**src/rtl/output_arbiter_pkg.sv**
```systemverilog
// Shared router constants, port indices and arbiter FSM encoding.
// Also carries the round-robin pointer advance used by every output arbiter.
package output_arbiter_pkg;

    localparam int NUM_PORTS        = 5;
    localparam int PACKET_SIZE      = 32;
    localparam int FLIT_SIZE        = 4;
    localparam int FLITS_PER_PACKET = PACKET_SIZE / FLIT_SIZE;
    localparam int SEL_WIDTH        = 3;
    localparam int CNT_WIDTH        = $clog2(FLITS_PER_PACKET);

    localparam int LOCAL = 0;
    localparam int NORTH = 1;
    localparam int EAST  = 2;
    localparam int SOUTH = 3;
    localparam int WEST  = 4;

    typedef enum logic {
        IDLE = 1'b0,
        BUSY = 1'b1
    } arb_state_e;

    typedef logic [NUM_PORTS-1:0] port_vec_t;
    typedef logic [SEL_WIDTH-1:0] port_sel_t;

    // Next search start after a packet from port sel: one past it, wrapping.
    function automatic port_sel_t next_ptr(input port_sel_t sel);
        return (sel == port_sel_t'(NUM_PORTS - 1)) ? '0 : sel + 1'b1;
    endfunction

endpackage

```
**src/rtl/output_arbiter_if.sv**
```systemverilog
// Request/grant bundle between the input ports and one output arbiter.
// master = requesting side (input ports / neighbour), slave = the arbiter.
interface output_arbiter_if;
    import output_arbiter_pkg::*;

    port_vec_t request;
    logic      downstream_full;
    port_vec_t grant;
    logic      grant_valid;
    port_sel_t xbar_select;
    port_vec_t stall_vector;
    logic      flit_valid;
    logic      packet_done;

    modport master (
        output request,
        output downstream_full,
        input  grant,
        input  grant_valid,
        input  xbar_select,
        input  stall_vector,
        input  flit_valid,
        input  packet_done
    );

    modport slave (
        input  request,
        input  downstream_full,
        output grant,
        output grant_valid,
        output xbar_select,
        output stall_vector,
        output flit_valid,
        output packet_done
    );

endinterface

```
**src/rtl/output_arbiter_rr_priority_picker.sv**
```systemverilog
// Combinational round-robin picker: first set request at or after rr_ptr, wrapping.
// Shared with the local injection allocator, so it stays free of any state.
module rr_priority_picker
    import output_arbiter_pkg::*;
#(
    parameter int N = NUM_PORTS,
    parameter int W = SEL_WIDTH
) (
    input  logic [N-1:0] request,
    input  logic [W-1:0] rr_ptr,
    output logic [N-1:0] winner,
    output logic [W-1:0] index,
    output logic         any
);

    int p;

    // Scan from the farthest offset down so the nearest hit is written last.
    always_comb begin
        winner = '0;
        index  = '0;
        any    = 1'b0;
        p      = 0;
        for (int i = N - 1; i >= 0; i--) begin
            p = (int'(rr_ptr) + i) % N;
            if (request[p]) begin
                winner = '0;
                winner[p] = 1'b1;
                index  = W'(p);
                any    = 1'b1;
            end
        end
    end

endmodule

```
**src/rtl/output_arbiter.sv**
```systemverilog
// Per-output wormhole arbiter: round-robin grant held for a whole packet,
// drives crossbar select, per-input stalls and the flit/packet strobes.
module output_arbiter
    import output_arbiter_pkg::*;
(
    input  logic              clk,
    input  logic              reset,
    output_arbiter_if.slave   bus
);

    arb_state_e                state;
    port_vec_t                 grant_q;
    port_sel_t                 sel_q;
    port_sel_t                 rr_ptr;
    logic [CNT_WIDTH-1:0]      flit_cnt;

    port_vec_t                 win_onehot;
    port_sel_t                 win_index;
    logic                      win_any;
    logic                      flit_valid;
    logic                      last_flit;

    rr_priority_picker #(
        .N (NUM_PORTS),
        .W (SEL_WIDTH)
    ) u_picker (
        .request (bus.request),
        .rr_ptr  (rr_ptr),
        .winner  (win_onehot),
        .index   (win_index),
        .any     (win_any)
    );

    // grant_q is one-hot, so masking avoids indexing request with a 3-bit select.
    assign flit_valid = (state == BUSY) & (|(bus.request & grant_q)) & ~bus.downstream_full;
    assign last_flit  = (flit_cnt == CNT_WIDTH'(FLITS_PER_PACKET - 1));

    always_ff @(posedge clk or posedge reset) begin
        if (reset) begin
            state    <= IDLE;
            grant_q  <= '0;
            sel_q    <= '0;
            rr_ptr   <= '0;
            flit_cnt <= '0;
        end else begin
            case (state)
                IDLE: begin
                    if (win_any) begin
                        grant_q  <= win_onehot;
                        sel_q    <= win_index;
                        flit_cnt <= '0;
                        state    <= BUSY;
                    end
                end
                BUSY: begin
                    // Bubbles (requester empty or downstream full) just hold everything.
                    if (flit_valid) begin
                        if (last_flit) begin
                            state    <= IDLE;
                            grant_q  <= '0;
                            sel_q    <= '0;
                            rr_ptr   <= next_ptr(sel_q);
                            flit_cnt <= '0;
                        end else begin
                            flit_cnt <= flit_cnt + 1'b1;
                        end
                    end
                end
                default: state <= IDLE;
            endcase
        end
    end

    assign bus.grant        = grant_q;
    assign bus.grant_valid  = |grant_q;
    assign bus.xbar_select  = sel_q;
    assign bus.stall_vector = ~grant_q | {NUM_PORTS{bus.downstream_full}};
    assign bus.flit_valid   = flit_valid;
    assign bus.packet_done  = flit_valid & last_flit;

endmodule
```
**src/flat_wrapper.sv**
```systemverilog
// flat-port wrapper written by rule: the top's interface ports become plain ports
module output_arbiter_flat import output_arbiter_pkg::*;
  (clk, reset, bus_request, bus_downstream_full, bus_grant, bus_grant_valid, bus_xbar_select, bus_stall_vector, bus_flit_valid, bus_packet_done);
  output_arbiter_if bus_i ();
  input  logic clk;
  input  logic reset;
  input wire logic [$bits(bus_i.request)-1:0] bus_request;
  input wire logic [$bits(bus_i.downstream_full)-1:0] bus_downstream_full;
  output wire logic [$bits(bus_i.grant)-1:0] bus_grant;
  output wire logic [$bits(bus_i.grant_valid)-1:0] bus_grant_valid;
  output wire logic [$bits(bus_i.xbar_select)-1:0] bus_xbar_select;
  output wire logic [$bits(bus_i.stall_vector)-1:0] bus_stall_vector;
  output wire logic [$bits(bus_i.flit_valid)-1:0] bus_flit_valid;
  output wire logic [$bits(bus_i.packet_done)-1:0] bus_packet_done;
  assign bus_i.request = bus_request;
  assign bus_i.downstream_full = bus_downstream_full;
  assign bus_grant = bus_i.grant;
  assign bus_grant_valid = bus_i.grant_valid;
  assign bus_xbar_select = bus_i.xbar_select;
  assign bus_stall_vector = bus_i.stall_vector;
  assign bus_flit_valid = bus_i.flit_valid;
  assign bus_packet_done = bus_i.packet_done;
  output_arbiter u_core (.clk(clk), .reset(reset), .bus(bus_i));
endmodule
```
**config.mk**
```make
export PLATFORM = sky130hd
export DESIGN_NAME = output_arbiter_flat
export DESIGN_NICKNAME = d
export VERILOG_FILES = /design/src/rtl/output_arbiter_pkg.sv /design/src/rtl/output_arbiter_if.sv /design/src/rtl/output_arbiter_rr_priority_picker.sv /design/src/rtl/output_arbiter.sv /design/src/flat_wrapper.sv
export SDC_FILE = /design/constraint.sdc
export NUM_CORES = 1
export LEC_CHECK = 0
export ABC_AREA = 1
export CAP_MARGIN = 30
export CELL_PAD_IN_SITES_DETAIL_PLACEMENT = 0
export CELL_PAD_IN_SITES_GLOBAL_PLACEMENT = 2
export CORE_MARGIN = 4
export CORE_UTILIZATION = 24
export CTS_CLUSTER_DIAMETER = 100
export DETAILED_ROUTE_END_ITERATION = 10
export GPL_TIMING_DRIVEN = 0
export PLACE_DENSITY_LB_ADDON = 0.1
export SLEW_MARGIN = 40
export SYNTH_ARGS = -nofsm -noshare
export SYNTH_HDL_FRONTEND = slang
export SYNTH_SLANG_ARGS = --single-unit
export TNS_END_PERCENT = 30
```
**constraint.sdc**
```tcl
create_clock -name clk -period 3.6 [get_ports clk]
set_input_delay 0.54 -clock clk [delete_from_list [all_inputs] [get_ports clk]]
set_output_delay 0.54 -clock clk [all_outputs]
set_load 0.02 [all_outputs]
```
# Word-level counts from Yosys, hierarchy flattened
# Cells that the tools add are included.
[totals]
reg_bits = 15
output_inout_bits = 16
elab_cells = 106
[op_classes]
add_sub_neg = 6
div_mod_pow = 5
order_cmp = 10
n_eq_ne = 5
muxes = 57
bitwise_logic = 8
n_reduce_logical = 10
[op_table]
columns = ["op", "n"]
rows = [
  ["$ge A32 B1 Y1 const B", 5],
  ["$lt A32 B5 Y1 const B", 5],
  ["$mod A32 B4 Y32 const B", 4],
  ["$mux W5", 8],
  ["$mux W3", 12],
  ["$mod A4 B4 Y32 const B", 1],
  ["$mux W1", 23],
  ["$bmux W1 S3", 5],
  ["$demux W1 S3", 5],
  ["$pmux W3 S2", 2],
  ["$pmux W5 S2", 1],
  ["$reduce_or A5 Y1", 2],
  ["$add A3 B2 Y4 const B", 2],
  ["$add A3 B1 Y3 const B", 2],
  ["$eq A3 B3 Y1 const B", 2],
  ["$ne A2 B2 Y1 const B", 3],
  ["$reduce_and A3 Y1", 2],
  ["$and A5 B5 Y5", 1],
  ["$logic_and A1 B1 Y1", 5],
  ["$not A5 Y5", 1],
  ["$or A5 B5 Y5", 1],
  ["$add A3 B1 Y4 const B", 1],
  ["$add A3 B3 Y4 const B", 1],
  ["$and A1 B1 Y1", 3],
  ["other kinds (3)", 4],
]

# Logic depth before layout (Yosys ltp)
[logic_depth]
depth_word = 13
ltp_mapped = 27

# Hierarchy
# Synthesis repeated with hierarchy kept, for this count alone.
[unflattened]
hier_cells = 577
hier_area_um2 = 3266.9
[by_module_without_submodules]
columns = ["mod", "n_inst", "cells_per_inst", "area_per_inst_um2"]
rows = [
  ["rr_priority_picker", 1, 458, 2392.3],
  ["output_arbiter", 1, 119, 874.6],
]

# Worst setup path after synthesis
# Ideal clock, no wire load.
[synth_path]
kind = "register -> register"
start = "register u_core.rr_ptr[0]"
end = "register u_core.sel_q[1], in the netlist u_core.bus.xbar_select[1]"
setup_time_ns = 0.120
t_arrival_ns = 3.355
required_time_ns = 3.480
setup_slack_ns = 0.125
stages_incl_launch_ff = 27
n_path_buf = 2
path_cell_list = "dfrtp_1 -> buf_4 -> clkinv_1 -> ha_1 -> inv_1 -> ha_1 -> inv_1 -> nand2_1 -> nand3_1 -> nand2_1 -> inv_1 -> ha_1 -> nand3b_4 -> nand3_4 -> o21ai_2 -> nand3_1 -> nand2_1 -> nand3_2 -> buf_6 -> inv_2 -> nand2_1 -> nand2_1 -> nand2_1 -> nand3_1 -> nand2_1 -> nand3_1 -> nand2_1"
[synth_between]
elab_chain_len = 12
[synth_rtl]
columns = ["item", "line_no", "source"]
rows = [
  ["start, declared", "output_arbiter.sv:14", "port_sel_t rr_ptr;"],
  ["start signal, assigned", "output_arbiter.sv:62", "rr_ptr <= next_ptr(sel_q);"],
  ["$add A3 B3 Y4", "output_arbiter_rr_priority_picker.sv:25", "p = (int'(rr_ptr) + i) % N;"],
  ["$mod A32 B4 Y32", "output_arbiter_rr_priority_picker.sv:25", ""],
  ["$bmux W1 S3", "output_arbiter_rr_priority_picker.sv:26", "if (request[p]) begin"],
  ["$mux W1 (implied by the code) (2 in series)", "output_arbiter_rr_priority_picker.sv:26", ""],
  ["$mux W3 or $mux W1 (tied branches) (5 in series)", "output_arbiter_rr_priority_picker.sv:26", ""],
  ["$mux W3 or $ne A2 B2 Y1 (tied branches)", "-", ""],
  ["$pmux W3 S2 or $reduce_and A3 Y1 (tied branches)", "-", ""],
  ["end signal, assigned", "output_arbiter.sv:50", "sel_q <= win_index;"],
  ["end, declared", "output_arbiter.sv:13", "port_sel_t sel_q;"],
]
# Several ways; a longest one is shown, not always the timed one. The select of a mux whose other input is x is not followed.
# A chain may end at the register's enable or synchronous reset.

# Final worst setup path
[layout_path]
start = "input bus_request[4]"
end = "output bus_packet_done"
[layout_between]
elab_chain_len = 5
[layout_rtl]
columns = ["item", "line_no", "source"]
rows = [
  ["start, declared", "flat_wrapper.sv:7", "input wire logic [$bits(bus_i.request)-1:0] bus_request;"],
  ["$and A5 B5 Y5", "output_arbiter.sv:35", "assign flit_valid = (state == BUSY) & (|(bus.request & grant_q)) & ~bus.downstream_full;"],
  ["$reduce_or A5 Y1", "output_arbiter.sv:35", ""],
  ["$and A1 B1 Y1 (2 in series)", "output_arbiter.sv:35", ""],
  ["$and A1 B1 Y1", "output_arbiter.sv:79", "assign bus.packet_done = flit_valid & last_flit;"],
  ["end, declared", "flat_wrapper.sv:14", "output wire logic [$bits(bus_i.packet_done)-1:0] bus_packet_done;"],
]
# No other way between the ends.

==> impl_metrics.csv <==
group,metric,value,unit
clock_tree,root_buffer,"clkbuf_16",
floorplan,design.die.area,15100,µm²
floorplan,io_count,24,
synth,yosys_most_used_dff,"dfrtp_1",
routing,drt-wirelength-per-cell,14.7,µm
final_layout,post-route-util,31.5,%
place,gp_routability_congestion,0.858,
critical_path,critPathSlowestCell,"clkdlybuf4s50_1",
sta,setup_violations,0,
grt,grt_pass1_wl,17600,µm
clock_tree,clkSlewWorstSetupHoldPaths,0.05,ns
routing,antenna_violating_nets_post_route,0,
floorplan,initial_core_util,24.8,%
clock_tree,level_count_of_the_clock_h_tree,1,
routing,via_count,3414,
synth,number_of_warning_messages_in_the_yosys_log,0,
final_layout,final_cells,740,
floorplan,die_height,123,µm
floorplan,floorplan.core_area,12800,µm²
final_layout,area.growth.synth_to_final,26.7,%
routing,vias_per_cell,4.61,
critical_path,critical-path-max-stage-delay,0.65,ns
grt,vias_in_the_first_global_route,3314,
synth,mappedNetlistArea,3170,µm²
critical_path,worstSetupEndpointType,"output pin",
sta,timing.slew.headroom,57.7,%
grt,grt_antenna_before_repair,0,
critical_path,critical_path.most_common_cell,"inv_1",
critical_path,cp_max_fo,5,
routing,route.final.wire_length,10900,µm
place,placed_instances,718,
sta,period_minus_slack,3.40,ns
sta,rsz_0062_raised_after_global_routing,"true",
routing,count_of_unresolved_drc_violations_after_routing,0,
clock_tree,tritoncts_num_sinks,15,
place,dp_hpwl,8720,µm
final_layout,design.final.nets,606,
critical_path,cp-start-kind,"primary input",
critical_path,crit_required,3.06,ns
place,placement.io_buffers,23,
critical_path,cp_data_arrival_time,2.86,ns
grt,pin_count_of_the_biggest_net_entering_global_routing,16,
critical_path,critical_path_class,"primary input to output pin",
synth,avgSynthCellArea,6.06,µm²
synth,synth_fp_nets,560,
grt,groute.usage.overall,14.7,%
clock_tree,worstSkewPairLatency,0.25,ns
sta,final.period_utilization,94.4,%
sta,clock_skew,0.00537,ns
routing,drtPass1Iterations,4,
floorplan,fp-row-count,41,
synth,synth.yosys.seq_area_share,11.8,%
final_layout,post_route_cells_drive_above_1_share,23.2,%
floorplan,die-width,123,µm
synth,netlist_instances,523,
flow_run,max_cap_viol_count,0,
final_layout,fillCellCount,1470,
clock_tree,clock_tree_from_tritoncts,"done",
synth,synth-edff-count,0,
sta,max_freq,0.294,GHz
routing,drtIter0Drc,147,
clock_tree,tritoncts.num_buffers,3,
critical_path,worstPathCellList,"clkdlybuf4s50_1 -> inv_1 -> o21ai_0 -> nand3_1 -> inv_1 -> nand2_1 -> inv_1 -> clkdlybuf4s50_1",
outcome,status,"complete, no violations",
sta,worst-slew-pin-transition,0.634,ns
sta,tns,0,ns
sta,slew_violations,0,
grt,global_route.overflow_total,0,
min_path,timing.hold.worst.class,"flip-flop to flip-flop",
final_layout,num_antenna_cells,0,
synth,synth_seq_cells,15,
clock_tree,holdBufCountCts,0,
clock_tree,ctsLongestPathBuffers,2,
synth,synth.lib_cells_used.distinct,41,
synth,postSynth.asyncResetShare,100,%
sta,final-hold-violation-count,0,
sta,hold_slack,0.510,ns
[flip-flops by register name (all words and copies together), names as in the netlist]
name and flops:
u_core.bus.grant 5, u_core.bus.xbar_select 3, u_core.flit_cnt 3, u_core.rr_ptr 3, u_core.state 1
[path summary, 6_finish.rpt]
check                                               start  slack, ns  cells after the start                               endpoint
setup reg to reg             u_core.rr_ptr[0]$_DFFE_PP0P_       0.24                     26  u_core.bus.xbar_select[1]$_DFFE_PP0P_
max in group asynchronous                           reset       2.48                      2           u_core.rr_ptr[2]$_DFFE_PP0P_
min in group asynchronous                           reset       0.67                      2                 u_core.state$_DFF_PP0_
hold / removal             u_core.flit_cnt[2]$_DFFE_PP0P_       0.51                      2         u_core.flit_cnt[2]$_DFFE_PP0P_
hold reg to reg            u_core.flit_cnt[2]$_DFFE_PP0P_       0.51                      2         u_core.flit_cnt[2]$_DFFE_PP0P_
setup / recovery                           bus_request[4]       0.20                      8                        bus_packet_done
[layout make-up]
cell class / count / area (µm²) / share of cell area (%)
well taps: 172 / 215 / 5.36
multi-input cells: 424 / 2580 / 64.3
inverters: 76 / 318 / 7.91
flip-flops and latches: 15 / 379 / 9.44
repair buffers: 41 / 363 / 9.03
clock buffers: 3 / 75.1 / 1.87
plain buffers: 8 / 80.1 / 1.99
clock inverters: 1 / 5.00 / 0.125
[placed cells by master (no fill, tap or decap), types with 3 or more instances in the layout]
| cell | count |
|---|---|
| o21ai_2 | 6 |
| o21ai_0 | 18 |
| dfrtp_2 | 3 |
| a21oi_1 | 6 |
| nor3_1 | 3 |
| nand3_1 | 71 |
| clkdlybuf4s50_1 | 23 |
| buf_4 | 17 |
| nand3_4 | 4 |
| nand3_2 | 16 |
| nand2_1 | 157 |
| nor2_2 | 4 |
| ha_4 | 5 |
| clkbuf_16 | 3 |
| inv_2 | 6 |
| ha_2 | 3 |
| o21ai_1 | 5 |
| nand2_2 | 30 |
| nor2_4 | 5 |
| inv_4 | 5 |
| ha_1 | 21 |
| nand4_1 | 18 |
| inv_1 | 62 |
| buf_2 | 3 |
| nor2_1 | 23 |
| nand2_4 | 11 |
| dfrtp_1 | 12 |
[worst max-delay path: cells and delay by family]
| kind | cells | cell delay [ns] |
|---|---|---|
| buf+inv | 5 | 1.76 |
| simple gates | 2 | 0.34 |
| compound gates | 1 | 0.22 |
[layer usage]
metal	up-vias	track usage (%)	share of wire [%]
li1	1793	-	-
met1	1575	21.4	52
met2	37	24.3	45
met3	9	1.10	2.0
met4	0	2.10	0.93
met5	-	0	0
[logic make-up (layout without fill, tap and decap cells)]
| kind of cell | Yosys count | after routing | share of synthesized area (%) |
|---|---|---|---|
| XOR/XNOR | 2 | 2 | 0.552 |
| adder cells (fa/ha/maj) | 29 | 29 | 11.4 |
| AND/OR/NAND/NOR | 348 | 348 | 56.2 |
| buffers and inverters | 84 | 129 | 11.2 |
| flip-flops | 15 | 15 | 11.8 |
| AO/OA/AOI/OAI | 45 | 45 | 8.76 |
[cells in the mapped netlist (2+ instances only)]
cell | instances | share of area (%)
nor2_4 | 3 | 1.1
inv_1 | 65 | 7.7
nor2_2 | 5 | 0.99
nor3_1 | 3 | 0.47
o21ai_1 | 5 | 0.79
nand4_1 | 18 | 3.6
clkbuf_1 | 2 | 0.24
nand3_1 | 74 | 12
buf_2 | 2 | 0.32
nand2_4 | 9 | 3.2
a21oi_1 | 6 | 0.95
inv_2 | 7 | 0.83
o21ai_0 | 19 | 3.0
nand2_1 | 163 | 19
nand3b_1 | 2 | 0.47
o21ai_2 | 6 | 1.7
buf_6 | 2 | 0.71
clkinv_1 | 3 | 0.36
ha_1 | 29 | 11
dfrtp_1 | 15 | 12
nand3_4 | 3 | 1.7
nand3_2 | 14 | 4.4
o211ai_1 | 2 | 0.47
nand2_2 | 26 | 5.1
nor2_1 | 24 | 2.8
[metrics by stage]
stage,setup slack [ns],area (µm²)
after floorplan,0.125,3170
after global placement,-0.954,3620
after detailed placement,-0.920,3620
after CTS,0.00358,3800
after global routing,-0.0242,4020
final,0.201,4020
[timing repair]
item	in CTS	in global routing
endpoints found under the setup margin	12	12
gates resized for setup	16	34
pin swaps	1	11
hold endpoints to repair	0	0
gates cloned	0	1
setup buffers	7	10
Power is left out: the tool's default activity adds up to more than one toggle a clock period on the data nets, which glitch-free logic cannot reach.
==> RTL edit 1, RTL diff (config.mk and constraints unchanged) <==
Reset style: synchronous (`reset`), changed in one clocked block.
--- a/src/rtl/output_arbiter.sv
+++ b/src/rtl/output_arbiter.sv
@@ -36,5 +36,5 @@
     assign last_flit  = (flit_cnt == CNT_WIDTH'(FLITS_PER_PACKET - 1));
 
-    always_ff @(posedge clk or posedge reset) begin
+    always_ff @(posedge clk) begin
         if (reset) begin
             state    <= IDLE;
Function: differs if reset is asserted again (counterexample within 4 cycles, from zero or initial values and one cycle with reset high); with reset held inactive, the same outputs for 4 cycles.
==> RTL edit 1 against the unedited design <==
Worst setup slack better by 0.073 ns. Final area down 6.8%. Global-route usage fell by 0.33 points. Critical endpoint is now u_core.bus.xbar_select[1]$_SDFFE_PP0P_. Utilization rose by 0.93 points. Critical path type is now reg -> reg. Sequential cell count did not move. Largest cell class unchanged. Wire length is 10% lower. Area after synthesis decreased by 9.1%.
Power is left out: it rests on default switching activity, and per cell area and clock period it moved more than threefold.
==> RTL edit 1: results (changes against the unedited design) <==
FINAL LAYOUT
--------------------------------------------------------------------------------
Non-clock buffer count in the final layout ........................           56   +14%
Signal inverters ..................................................           67   -12%
Buffer share of cell area .........................................       13.33%   +2.3 points
Register cell area after layout ...................................  309.0 sq um   -18%
Layout cell share with drive strength beyond 1 ....................       22.87%   -0.37 points
Share of cell area taken by multi-input logic gates ...............       64.55%   +0.27 points
Count of multi-input gates ........................................          409   -3.5%
FFs & Latches .....................................................           15   unchanged
Clock distribution area overhead in the final layout ..............       2.138%   +0.15 points
Layout filler cell count ..........................................         1316   -10%

GLOBAL ROUTE
--------------------------------------------------------------------------------
GRT Total Usage ...................................................       14.36%   -0.33 points
Met1 track demand over resource ...................................       20.05%   -1.4 points
Wire length of the first global-routing pass ......................     16.80 mm   -4.5%
Via count of the first global-routing pass ........................         3351   +1.1%

SYNTHESIS
--------------------------------------------------------------------------------
Fraction of the mapped netlist area in compound gates .............       15.97%   +7.2 points
Sequential fraction of the synthesis area .........................       10.42%   -1.4 points
Flip-flop cell with the highest count after synthesis .............      dfxtp_1
Count of distinct cell types in the synthesized netlist ...........           44   +7.3%
Adder and majority cell fraction of the synthesized area ..........       11.72%   +0.28 points
Most frequent cells after synthesis ............................... nand2_1 (170), nand3_1 (60), inv_1 (53)
Dominant cells by area after synthesis ............................ nand2_1 (22%), ha_1 (12%), dfxtp_1 (10%), nand3_1 (10%), inv_1 (6.9%)
Share of synthesized flip-flops with an asynchronous set or reset .           0%   -100 points

SETUP PATH
--------------------------------------------------------------------------------
CP Max Fanout .....................................................           10   +5
Arrival @ worst endpoint ..........................................      3.44 ns   +0.58 ns

DRT
--------------------------------------------------------------------------------
Average routed wire per standard cell .............................     14.12 um   -4.2%
Final routed wirelength across all metal layers ...................     9.798 mm   -10%
Met3 wirelength from detailed routing .............................       154 um   -28%

PLACED DESIGN
--------------------------------------------------------------------------------
Final Wtd Congestion ..............................................       0.7952   -7.3%
HPWL after detailed placement .....................................     7.874 mm   -9.7%
Worst slack at placement ..........................................   -0.5578 ns   +0.3619 ns

STA
--------------------------------------------------------------------------------
Clock tree skew after final layout ................................  0.004676 ns   -0.0006951 ns

RUN STATUS
--------------------------------------------------------------------------------
Status ............................................................ finished clean

FLOORPLANNING
--------------------------------------------------------------------------------
Floorplan die width ...............................................     117.6 um   -4.4%

==> RTL edit 1: cell count changes after synthesis, sizes merged, moves of 6 or more <==
cell / change
nor2: -16
nand3: -24
a21oi: +22
inv: -7
dfrtp: -15
dfxtp: +15
o21ai: +9
nand2: -9
nand4: -6
==> RTL edit 1: path summary, 6_finish.rpt <==
path         cells past startpoint  slack [ns]                                     end                            start
max                             27        0.27  u_core.bus.xbar_select[1]$_SDFFE_PP0P_    u_core.rr_ptr[0]$_SDFFE_PP0P_
min                              1        0.46         u_core.flit_cnt[0]$_SDFFE_PP0P_  u_core.flit_cnt[0]$_SDFFE_PP0P_
max reg2reg                     27        0.27  u_core.bus.xbar_select[1]$_SDFFE_PP0P_    u_core.rr_ptr[0]$_SDFFE_PP0P_
min reg2reg                      1        0.46         u_core.flit_cnt[0]$_SDFFE_PP0P_  u_core.flit_cnt[0]$_SDFFE_PP0P_
==> RTL edit 1: timing repair <==
item                                    in CTS  in global routing
endpoints found under the hold margin        0                  0
gates cloned                                 0                  0
endpoints found under the setup margin      12                 13
pin swaps                                    1                 17
gates resized for setup                     13                 47
setup buffers                                4                 20
==> RTL edit 1: critical path, stage by stage, from the launching register on <==
cell and delay [ns]:
dfxtp_4 0.37, inv_2 0.06, buf_12 0.14, ha_4 0.24, buf_6 0.15, inv_6 0.10
ha_1 0.15, inv_1 0.04, ha_1 0.32, inv_2 0.06, nand2_1 0.08, nand2_2 0.07
nand3_2 0.11, buf_4 0.13, nand4_4 0.13, nand2_4 0.12, nand2_1 0.05, nand2_1 0.06
nand2_1 0.05, nand2_1 0.08, nand2_2 0.07, nand2_2 0.09, buf_6 0.15, inv_2 0.06
nand2_1 0.05, nand3_1 0.11, nand2_1 0.11, a21oi_2 0.05
==> RTL edit 2, RTL diff (same settings) <==
Without the edit above. `PACKET_SIZE`: 32 -> 64.
--- a/src/rtl/output_arbiter_pkg.sv
+++ b/src/rtl/output_arbiter_pkg.sv
@@ -4,5 +4,5 @@
 
     localparam int NUM_PORTS        = 5;
-    localparam int PACKET_SIZE      = 32;
+    localparam int PACKET_SIZE      = 64;
     localparam int FLIT_SIZE        = 4;
     localparam int FLITS_PER_PACKET = PACKET_SIZE / FLIT_SIZE;
Behaviour: same outputs for any inputs over 4 cycles, from zero or initial values and one cycle with reset high; that may be too few to reach the edited logic, so the function may still have changed.
==> RTL edit 2 against the unedited design <==
Wire length shrank 1.9%. Highest routed layer unchanged. Sequential cell count increased by 1. Critical path depth up 13. Via count shrank 1.3%. Area after synthesis up 1.6%. Final area grew 4.6%. Worst setup slack lost 0.0093 ns. Critical endpoint is now u_core.flit_cnt[2]$_DFFE_PP0P_.
Power is left out: it rests on default switching activity, and per cell area and clock period it moved more than threefold.
==> RTL edit 2: results (changes against the unedited design) <==
GLOBAL ROUTE
-----------------------------------------------------------------------
Met2 Use GR ..............................................       27.61%   +3.4 points
Met3 track demand over resource in global routing ........      0.4541%   -0.64 points
Wire length of the first global-routing pass .............     16.92 mm   -3.9%
Via count of the first global-routing pass ...............         3369   +1.7%
GRT Total Usage ..........................................       14.05%   -0.64 points
Met1 track demand over resource ..........................       17.23%   -4.2 points
Largest net degree at the start of global routing ........           17   +1

MIN PATH
-----------------------------------------------------------------------
Startpoint of the lowest-slack hold path ................. u_core.flit_cnt[3]$_DFFE_PP0P_

SETUP PATH
-----------------------------------------------------------------------
Cell type of the slowest stage on the worst timing path ..      dfrtp_2
Minimum setup slack among reg-to-reg paths ...............      0.19 ns   -0.05 ns
Slowest Stage Delay on Critical Path .....................      0.44 ns   -0.21 ns
R2r worst-path depth .....................................           21   -19%
Capture point of the worst path .......................... u_core.flit_cnt[2]$_DFFE_PP0P_
CP Max Fanout ............................................            9   +4
Start point of the critical path ......................... u_core.rr_ptr[2]$_DFFE_PP0P_
Setup crit end kind ......................................    flip-flop

SYNTHESIS
-----------------------------------------------------------------------
Count of distinct cell types in the synthesized netlist ..           37   -9.8%
Post-synthesis net count .................................          538   -3.9%
Most frequent cells after synthesis ...................... nand2_1 (137), nand3_1 (69), inv_1 (55)
Sequential fraction of the synthesis area ................       12.43%   +0.59 points
Syn Inst Count ...........................................          499   -4.6%

DRT
-----------------------------------------------------------------------
Final routed wirelength across all metal layers ..........     10.70 mm   -1.9%
Met3 wirelength from detailed routing ....................        88 um   -59%
WL met2 ..................................................     5.724 mm   +16%
Violation count after the first detailed-route iteration .          118   -20%
Average routed wire per standard cell ....................     14.72 um   -0.14%
Routed vias/inst .........................................        4.633   +0.42%

FINAL LAYOUT
-----------------------------------------------------------------------
Number of nets in the final layout .......................          591   -2.5%
Layout filler cell count .................................         1462   -0.54%

RUN STATUS
-----------------------------------------------------------------------
Status ................................................... finished clean

PLACED DESIGN
-----------------------------------------------------------------------
Total cell area at the placement stage ...................   3672 sq um   +1.5%
HPWL after detailed placement ............................     8.387 mm   -3.8%
Number of instances in the placed design .................          698   -2.8%

STA
-----------------------------------------------------------------------
Transition time of the tightest slew-check pin ...........    0.6467 ns   +0.01230 ns
Fin Hold WS ..............................................    0.5446 ns   +0.03468 ns
Post-route clock period utilization ......................       94.68%   +0.26 points

CLOCKING
-----------------------------------------------------------------------
Max clock buf depth ......................................            2   unchanged

RTL edit 2: cell types whose count changed after synthesis, sizes merged, moves of 3 or more:
cell and delta:
nor3 +5, buf -3, nand2 -21, nand3 -6, inv -8, nor2 +3
a21oi +4
RTL edit 2: cells by family after synthesis:
group                    share of synthesized area (%)
AND/OR/NAND/NOR                                  56.08
buffers and inverters                            8.816
AO/OA/AOI/OAI                                    9.592
adder cells (fa/ha/maj)                          12.27
flip-flops                                       12.43
XOR/XNOR                                        0.8157
RTL edit 2: cell type report:
cell class | count | area (sq um) | share of cell area (%)
multi-input combinational | 415 | 2765 | 65.77
timing repair buffer | 45 | 406.6 | 9.673
sequential | 16 | 404.1 | 9.613
inverter | 66 | 281.5 | 6.696
tap | 176 | 220.2 | 5.238
clock buffer | 4 | 88.84 | 2.113
buffer | 5 | 37.54 | 0.8929
RTL edit 2: what timing repair did:
item | CTS | global route
endpoints found under the setup margin | 14 | 14
buffers inserted | 12 | 10
pin swaps | 6 | 15
cloned | 0 | 3
gates resized for setup | 32 | 34
